### config.mk
export PLATFORM = sky130hd
export DESIGN_NAME = mem_access_ctrl
export DESIGN_NICKNAME = d
export VERILOG_FILES = /design/src/rtl/mem_ctrl_pkg.sv /design/src/rtl/mem_lane_unit.sv /design/src/rtl/mem_access_ctrl.sv
export SDC_FILE = /design/constraint.sdc
export NUM_CORES = 1
export LEC_CHECK = 0
export BUFFER_PORTS_ARGS = -buffer_cell sky130_fd_sc_hd__buf_2
export CORE_ASPECT_RATIO = 0.8
export CORE_UTILIZATION = 40
export DETAILED_ROUTE_END_ITERATION = 10
export PLACE_DENSITY = 0.65
export SLEW_MARGIN = 20
export SYNTH_ARGS = -nofsm -noshare
export SYNTH_HDL_FRONTEND = slang
export SYNTH_SLANG_ARGS = --single-unit
export TNS_END_PERCENT = 30
### constraint.sdc
create_clock -name clk -period 4 [get_ports clk]
set_input_delay 0.2 -clock clk [delete_from_list [all_inputs] [get_ports clk]]
set_output_delay 0.2 -clock clk [all_outputs]
set_load 0.005 [all_outputs]
### src/rtl/mem_ctrl_pkg.sv
// Shared encodings for the load/store sequencer: access sizes, FSM states and
// the default write-protected word index.
package mem_ctrl_pkg;

    localparam logic [1:0] SZ_B = 2'b00;
    localparam logic [1:0] SZ_H = 2'b01;
    localparam logic [1:0] SZ_W = 2'b10;

    localparam int unsigned PROT_WORD_DEF = 2048;

    typedef enum logic [1:0] {
        ST_IDLE = 2'b00,
        ST_RD   = 2'b01,
        ST_WR   = 2'b10,
        ST_RSP  = 2'b11
    } state_t;

endpackage

### src/rtl/mem_lane_unit.sv
// Byte/halfword lane logic: extends the addressed lane of a word for loads and
// merges store data into the addressed lane for read-modify-write.
module mem_lane_unit
    import mem_ctrl_pkg::*;
(
    input  logic [1:0]  size,
    input  logic [1:0]  offset,
    input  logic        is_unsigned,
    input  logic [31:0] old_word,
    input  logic [31:0] wdata,
    output logic [31:0] ld_data,
    output logic [31:0] st_word
);

    logic [7:0]  byte_v;
    logic [15:0] half_v;
    logic        sign_b;
    logic        sign_h;

    always_comb begin
        byte_v  = old_word[{offset, 3'b000} +: 8];
        half_v  = old_word[{offset[1], 4'b0000} +: 16];
        sign_b  = ~is_unsigned & byte_v[7];
        sign_h  = ~is_unsigned & half_v[15];
        ld_data = old_word;
        st_word = wdata;
        case (size)
            SZ_B: begin
                ld_data = {{24{sign_b}}, byte_v};
                st_word = old_word;
                st_word[{offset, 3'b000} +: 8] = wdata[7:0];
            end
            SZ_H: begin
                ld_data = {{16{sign_h}}, half_v};
                st_word = old_word;
                st_word[{offset[1], 4'b0000} +: 16] = wdata[15:0];
            end
            default: begin
                ld_data = old_word;
                st_word = wdata;
            end
        endcase
    end

endmodule

### src/rtl/mem_access_ctrl.sv
// Load/store sequencer between the core memory stage and a word-only data memory;
// one request in flight, read-modify-write for sub-word stores.
module mem_access_ctrl
    import mem_ctrl_pkg::*;
#(
    parameter int unsigned PROT_WORD = PROT_WORD_DEF
) (
    input  logic        clk,
    input  logic        rst,
    input  logic        req_valid,
    output logic        req_ready,
    input  logic        req_we,
    input  logic [1:0]  req_size,
    input  logic        req_unsigned,
    input  logic [31:0] req_addr,
    input  logic [31:0] req_wdata,
    output logic        rsp_valid,
    output logic [31:0] rsp_rdata,
    output logic        rsp_err,
    output logic [31:0] mem_a,
    output logic [31:0] mem_wd,
    output logic        mem_we,
    input  logic [31:0] mem_rd
);

    state_t      state_q, state_d;
    logic        we_q, uns_q, err_q;
    logic [1:0]  size_q;
    logic [31:0] addr_q, wdata_q, word_q;
    logic        accept, bad;
    logic [31:0] ld_data, st_word;

    assign accept = req_valid && req_ready;

    // Rejected requests never reach memory.
    always_comb begin
        bad = 1'b0;
        if (req_size == 2'b11)                                bad = 1'b1;
        if (req_size == SZ_H && req_addr[0])                  bad = 1'b1;
        if (req_size == SZ_W && req_addr[1:0] != 2'b00)       bad = 1'b1;
        if (req_we && req_addr[31:2] == 30'(PROT_WORD))       bad = 1'b1;
    end

    always_ff @(posedge clk or posedge rst) begin
        if (rst) state_q <= ST_IDLE;
        else     state_q <= state_d;
    end

    always_comb begin
        state_d = state_q;
        case (state_q)
            ST_IDLE: begin
                if (accept) begin
                    if (bad)                                state_d = ST_RSP;
                    else if (req_we && req_size == SZ_W)    state_d = ST_WR;
                    else                                    state_d = ST_RD;
                end
            end
            ST_RD:   state_d = we_q ? ST_WR : ST_RSP;
            ST_WR:   state_d = ST_RSP;
            ST_RSP:  state_d = ST_IDLE;
            default: state_d = ST_IDLE;
        endcase
    end

    // Request latches; the memory word is captured once, in RD.
    always_ff @(posedge clk or posedge rst) begin
        if (rst) begin
            we_q    <= 1'b0;
            uns_q   <= 1'b0;
            err_q   <= 1'b0;
            size_q  <= 2'b00;
            addr_q  <= 32'h0;
            wdata_q <= 32'h0;
            word_q  <= 32'h0;
        end else begin
            if (accept) begin
                we_q    <= req_we;
                uns_q   <= req_unsigned;
                err_q   <= bad;
                size_q  <= req_size;
                addr_q  <= req_addr;
                wdata_q <= req_wdata;
            end
            if (state_q == ST_RD) word_q <= mem_rd;
        end
    end

    mem_lane_unit u_lane (
        .size        (size_q),
        .offset      (addr_q[1:0]),
        .is_unsigned (uns_q),
        .old_word    (word_q),
        .wdata       (wdata_q),
        .ld_data     (ld_data),
        .st_word     (st_word)
    );

    // Outputs decoded from state so a reset removes them without a clock edge.
    always_comb begin
        req_ready = (state_q == ST_IDLE) && !rst;
        mem_we    = (state_q == ST_WR);
        mem_a     = 32'h0;
        mem_wd    = 32'h0;
        rsp_valid = (state_q == ST_RSP);
        rsp_err   = (state_q == ST_RSP) && err_q;
        rsp_rdata = 32'h0;
        if (state_q == ST_RD || state_q == ST_WR) mem_a = {addr_q[31:2], 2'b00};
        if (state_q == ST_WR)                     mem_wd = st_word;
        if (state_q == ST_RSP && !we_q && !err_q) rsp_rdata = ld_data;
    end

endmodule

# Word level (Yosys, flattened, before mapping)
# Cells that the tools add are included.
[totals] elab_cells=60 reg_bits=103 output_inout_bits=100 input_bits=103
[op_classes] n_addsub=2 n_bitwise=3 n_eq_ne=9 muxes=16 n_reduce_logical=16 shift=6
[op_table] cell="case mux 32 bit (2 select lines)" n=2
[op_table] cell="2-to-1 mux 32 bit" n=3
[op_table] cell="bitwise mux 32 bit" n=2
[op_table] cell="variable shift 16 x 7 -> 32 bit (first input constant)" n=1
[op_table] cell="variable shift 8 x 7 -> 32 bit (first input constant)" n=1
[op_table] cell="variable part select 16 x 7 -> 32 bit" n=1
[op_table] cell="variable part select 32 x 6 -> 16 bit" n=1
[op_table] cell="variable part select 32 x 6 -> 8 bit" n=1
[op_table] cell="variable part select 8 x 7 -> 32 bit" n=1
[op_table] cell="== test 30 x 12 -> 1 bit (second input constant)" n=1
[op_table] cell="negation 5 -> 7 bit" n=2
[op_table] cell="logical AND 1 bit" n=9
[op_table] cell="== test 2 bit (second input constant)" n=4
[op_table] cell="case mux 2 bit (4 select lines)" n=1
[op_table] cell="== test 2 x 1 -> 1 bit (second input constant)" n=3
[op_table] cell="2-to-1 mux 2 bit" n=3
[op_table] cell="2-to-1 mux 1 bit" n=5
[op_table] cell="logical NOT 2 bit" n=2
[op_table] cell="logical NOT 1 bit" n=3
[op_table] cell="AND 1 bit" n=2
[op_table] cell="!= test 2 bit (second input constant)" n=1
[op_table] cell="nonzero test 2 bit" n=1
[op_table] cell="logical OR 1 bit" n=1
[op_table] cell="NOT 1 bit" n=1

# Logic depth before layout (Yosys ltp)
[logic_depth] ltp_word=8 mapped_depth=9 ltp_nobuf=6

# Cells and area by module
# From an unflattened synthesis, not the netlist that was laid out.
[unflattened] cells_unflattened=659 area_unflattened_um2=6646.4
[modules_own_cells] module="mem_access_ctrl" n_inst=1 seq_area_each_um2=2577.5 cells_per_inst=361 area_each_um2=4697.0
[modules_own_cells] module="mem_lane_unit" n_inst=1 seq_area_each_um2=0.0 cells_per_inst=298 area_each_um2=1949.4

# Worst setup path after synthesis
# No wires, ideal clock.
[synth_path] path_kind="register to output" from="register addr_q[1]" to="output port mem_wd[15]" path_stages_with_launch=10 setup_slack_ns=1.679 path_buffers=3 t_arrival_ns=2.121 t_required_ns=3.800 cell_sequence="dfrtp_1 > clkbuf_2 > buf_2 > inv_2 > ha_1 > and4b_1 > clkbuf_1 > a22o_1 > a222oi_1 > nor2b_1"
[synth_between] elab_chain_cells=5 word_cells_on_any_way=10 cone_classes="2 x add/sub; 4 x shift; 4 x mux"
[synth_lines] item="from (decl)" line_no="mem_access_ctrl.sv:29" source="logic [31:0] addr_q, wdata_q, word_q;"
[synth_lines] item="from (signal assigned)" line_no="mem_access_ctrl.sv:82" source="addr_q <= req_addr;"
[synth_lines] item="negation 5 -> 7 bit, on equally long branches" line_no="mem_lane_unit.sv:36, mem_lane_unit.sv:31"
[synth_lines] item="variable part select 16 x 7 -> 32 bit (tied with other cells)" line_no="mem_lane_unit.sv:36" source="st_word[{offset[1], 4'b0000} +: 16] = wdata[15:0];"
[synth_lines] item="bitwise mux 32 bit, on equally long branches" line_no="mem_lane_unit.sv:36, mem_lane_unit.sv:31"
[synth_lines] item="case mux 32 bit (2 select lines) *" line_no="mem_lane_unit.sv:27" source="case (size)"
[synth_lines] item="2-to-1 mux 32 bit *" line_no="mem_access_ctrl.sv:109" source="if (state_q == ST_WR) mem_wd = st_word;"
[synth_lines] item="to (decl)" line_no="mem_access_ctrl.sv:21" source="output logic [31:0] mem_wd,"
# Every way passes the cells marked *; elsewhere a longest branch is shown, timed or not.

# Worst setup path in the final report
[layout_path] from="register addr_q[1]" to="output port mem_wd[23]"
# Same word-level chain as after synthesis.

==> reports/results.tsv <==
metric	value	unit
CTS Buf Count	9	
Pwr Density	840	nW/um2
Post-Synth Simple-Gate Area	15.0	%
Clock transition at path regs	0.07	ns
hold buffer count at CTS	0	
Layout Nets	893	
cell area after synthesis	6230	um2
mux share of post-synthesis cell area	19.5	%
critical path startpoint category	flop	
Max Freq	348	MHz
Post-synth top cells	dfrtp_1 (103), nand2_1 (74), mux2_1 (68)	
largest family of logic cells by synthesized area	multiplexers	
Setup Crit Path Kind	reg -> out	
routability cong.	0.871	
Primary FF master, synth	dfrtp_1	
# IOs	203	
Sink Count	103	
area of the core	15100	um2
# resized after CTS	0	
Slew @ Worst Pin	1.07	ns
LEAKAGE	3.66	nW
Vias	5637	
global-route wire length before repair	31800	um
CP Capture Type	primary output	
clock buffer depth	2	
Final TNS setup	0	ns
Seq/Total Area, Yosys	41.4	%
root buf cell	clkbuf_16	
status	finished clean	
HP Class	in -> reg	
Netlist cell types	54	
routed vias/inst	5.67	
Avg Cell Area, Syn	10.2	um2
cell row count	40	
Post-CTS Setup Bufs	0	
Finished Cell Area	7620	um2
top post-synthesis cells by area	dfrtp_1 (41%), mux2_1 (12%), nand2_1 (4.5%)	
DR pass1 iterations	5	
starting DRC count in detailed routing	345	
Initial Utilization	41.2	%
gr ovfl total	0	
Critical Path Fanout Max	44	
area delta synth->final	22.5	%
DRT Wirelength	20400	um
Detailed Place HPWL	14900	um
initial antenna violation count	0	
post-synthesis register bit count	103	
Die Wd	141	um
yosys warns	0	
EDFF count, synth	0	
Max Cap Violations	0	
layout cell share with drive strength beyond 1	32.7	%
DRT antenna net count	0	
gr usage total	26.5	%
port bufs	200	
Yosys top cell area share	41.4	%
final critical-path required period	2.88	ns
RSZ-0062 raised after global routing	false	
Avg WL per Cell	20.5	um
Slew HR	28.8	%
FFs w/ async S/R, synth	100	%
final routed DRC violation total	0	
vias in the first global route	5559	
Critical Path AT	2.68	ns
DIE HEIGHT	114	um
maximum number of pins on one net before global-route repair	76	
Worst-Skew Late Latency	0.36	ns
CTS tree	done	
Final Setup Violations	0	
most area-hungry cell type in the Yosys netlist	dfrtp_1	
post-synthesis compound-gate area fraction	17.2	%
maximum vdd drop	450	uV
most frequent cell after synthesis	dfrtp_1	
Die ar.	16100	um2
final hold violations	0	
Clock Skew	0.00846	ns
# diodes	0	
Max H-tree Level	3	
Synth Area in XOR/XNOR	0	%
adder-cell share of the synthesized area	2.01	%
fin crit share	71.9	%
Placed Area	7340	um2
fin. max-slew vios	0	
Worst Path Required	3.80	ns
Syn Inst Count	612	
layout make-up:
class	instances	area, um2
Fill cell	1434	7490
Multi-Input combinational cell	440	3360
Sequential cell	103	2580
Timing Repair Buffer	208	1070
Tap cell	210	263
Clock buffer	10	229
Inverter	18	70.1
Clock inverter	6	52.6
where the power goes:
group          switching, mW  internal [mW]  leakage [nW]
registers              0.790           1.57          1.23
clock network          0.435          0.435         0.137
logic                   1.64           1.53          2.30
total                   2.87           3.54          3.66
flip-flops by register name (all words and copies together), names as in the netlist:
signal   flops
addr_q      32
wdata_q     32
we_q         1
err_q        1
uns_q        1
size_q       2
word_q      32
state_q      2
cells by family after synthesis:
| kind of cell | Yosys count |
|---|---|
| buf+inv | 70 |
| mux | 109 |
| simple gates | 182 |
| other cells | 1 |
| compound gates | 137 |
| fa+ha+maj | 10 |
| flops | 103 |
critical path, stage by stage, from the launching register on:
cell,delay (ns)
dfrtp_1,0.36
buf_4,0.48
ha_1,0.29
nor4bb_1,0.40
buf_4,0.24
a221o_1,0.15
a22oi_1,0.06
nor2b_1,0.19
buf_2,0.13
layer usage:
metal,track usage (%),part of all wire (%)
met4,5.73,1.2
met3,7.22,8.3
met2,41.8,45
met5,0,0
met1,36.4,46
stage by stage:
stage | setup slack (ns) | hold WS, ns | util, % | total power [mW] | std cells
after CTS | 1.12 | 0.0418 | 50.4 | 6.41 | 995
after global placement | 1.57 | 0.419 | 48.6 | 5.43 | 979
after global routing | 0.921 | 0.0382 | 50.4 | 6.89 | 995
final | 1.12 | 0.0529 | 50.4 | 6.40 | 995
after detailed placement | 1.52 | 0.424 | 48.6 | 5.51 | 979
after floorplan | 1.10 | 0.317 | - | 4.26 | 613
placed cells by master (no fill, tap or decap), types with 16 or more instances in the layout:
cell type | netlist | layout
nor2_1 | 20 | 20
dfrtp_1 | 103 | 102
mux2_1 | 68 | 68
a221oi_1 | 16 | 16
nand2_1 | 74 | 74
a22oi_1 | 18 | 18
a221o_1 | 16 | 16
buf_2 | 15 | 200
nor2b_1 | 26 | 26
mux2i_1 | 18 | 18
a21oi_1 | 20 | 20
and2_1 | 34 | 33
mux2_2 | 22 | 22
worst paths after layout:
path / end / slack, ns / from / cells past startpoint
min reg2reg: addr_q[30]$_DFFE_PP0P_ / 0.49 / addr_q[30]$_DFFE_PP0P_ / 1
max: mem_wd[23] / 1.12 / addr_q[1]$_DFFE_PP0P_ / 8
min: wdata_q[27]$_DFFE_PP0P_ / 0.05 / req_wdata[27] / 2
max in group asynchronous: word_q[14]$_DFFE_PP0N_ / 2.95 / rst / 3
min in group asynchronous: addr_q[25]$_DFFE_PP0P_ / 0.08 / rst / 2
max reg2reg: wdata_q[23]$_DFFE_PP0P_ / 1.50 / state_q[0]$_DFFE_PP0P_ / 6
No activity file was read; power rests on OpenSTA's default activity.
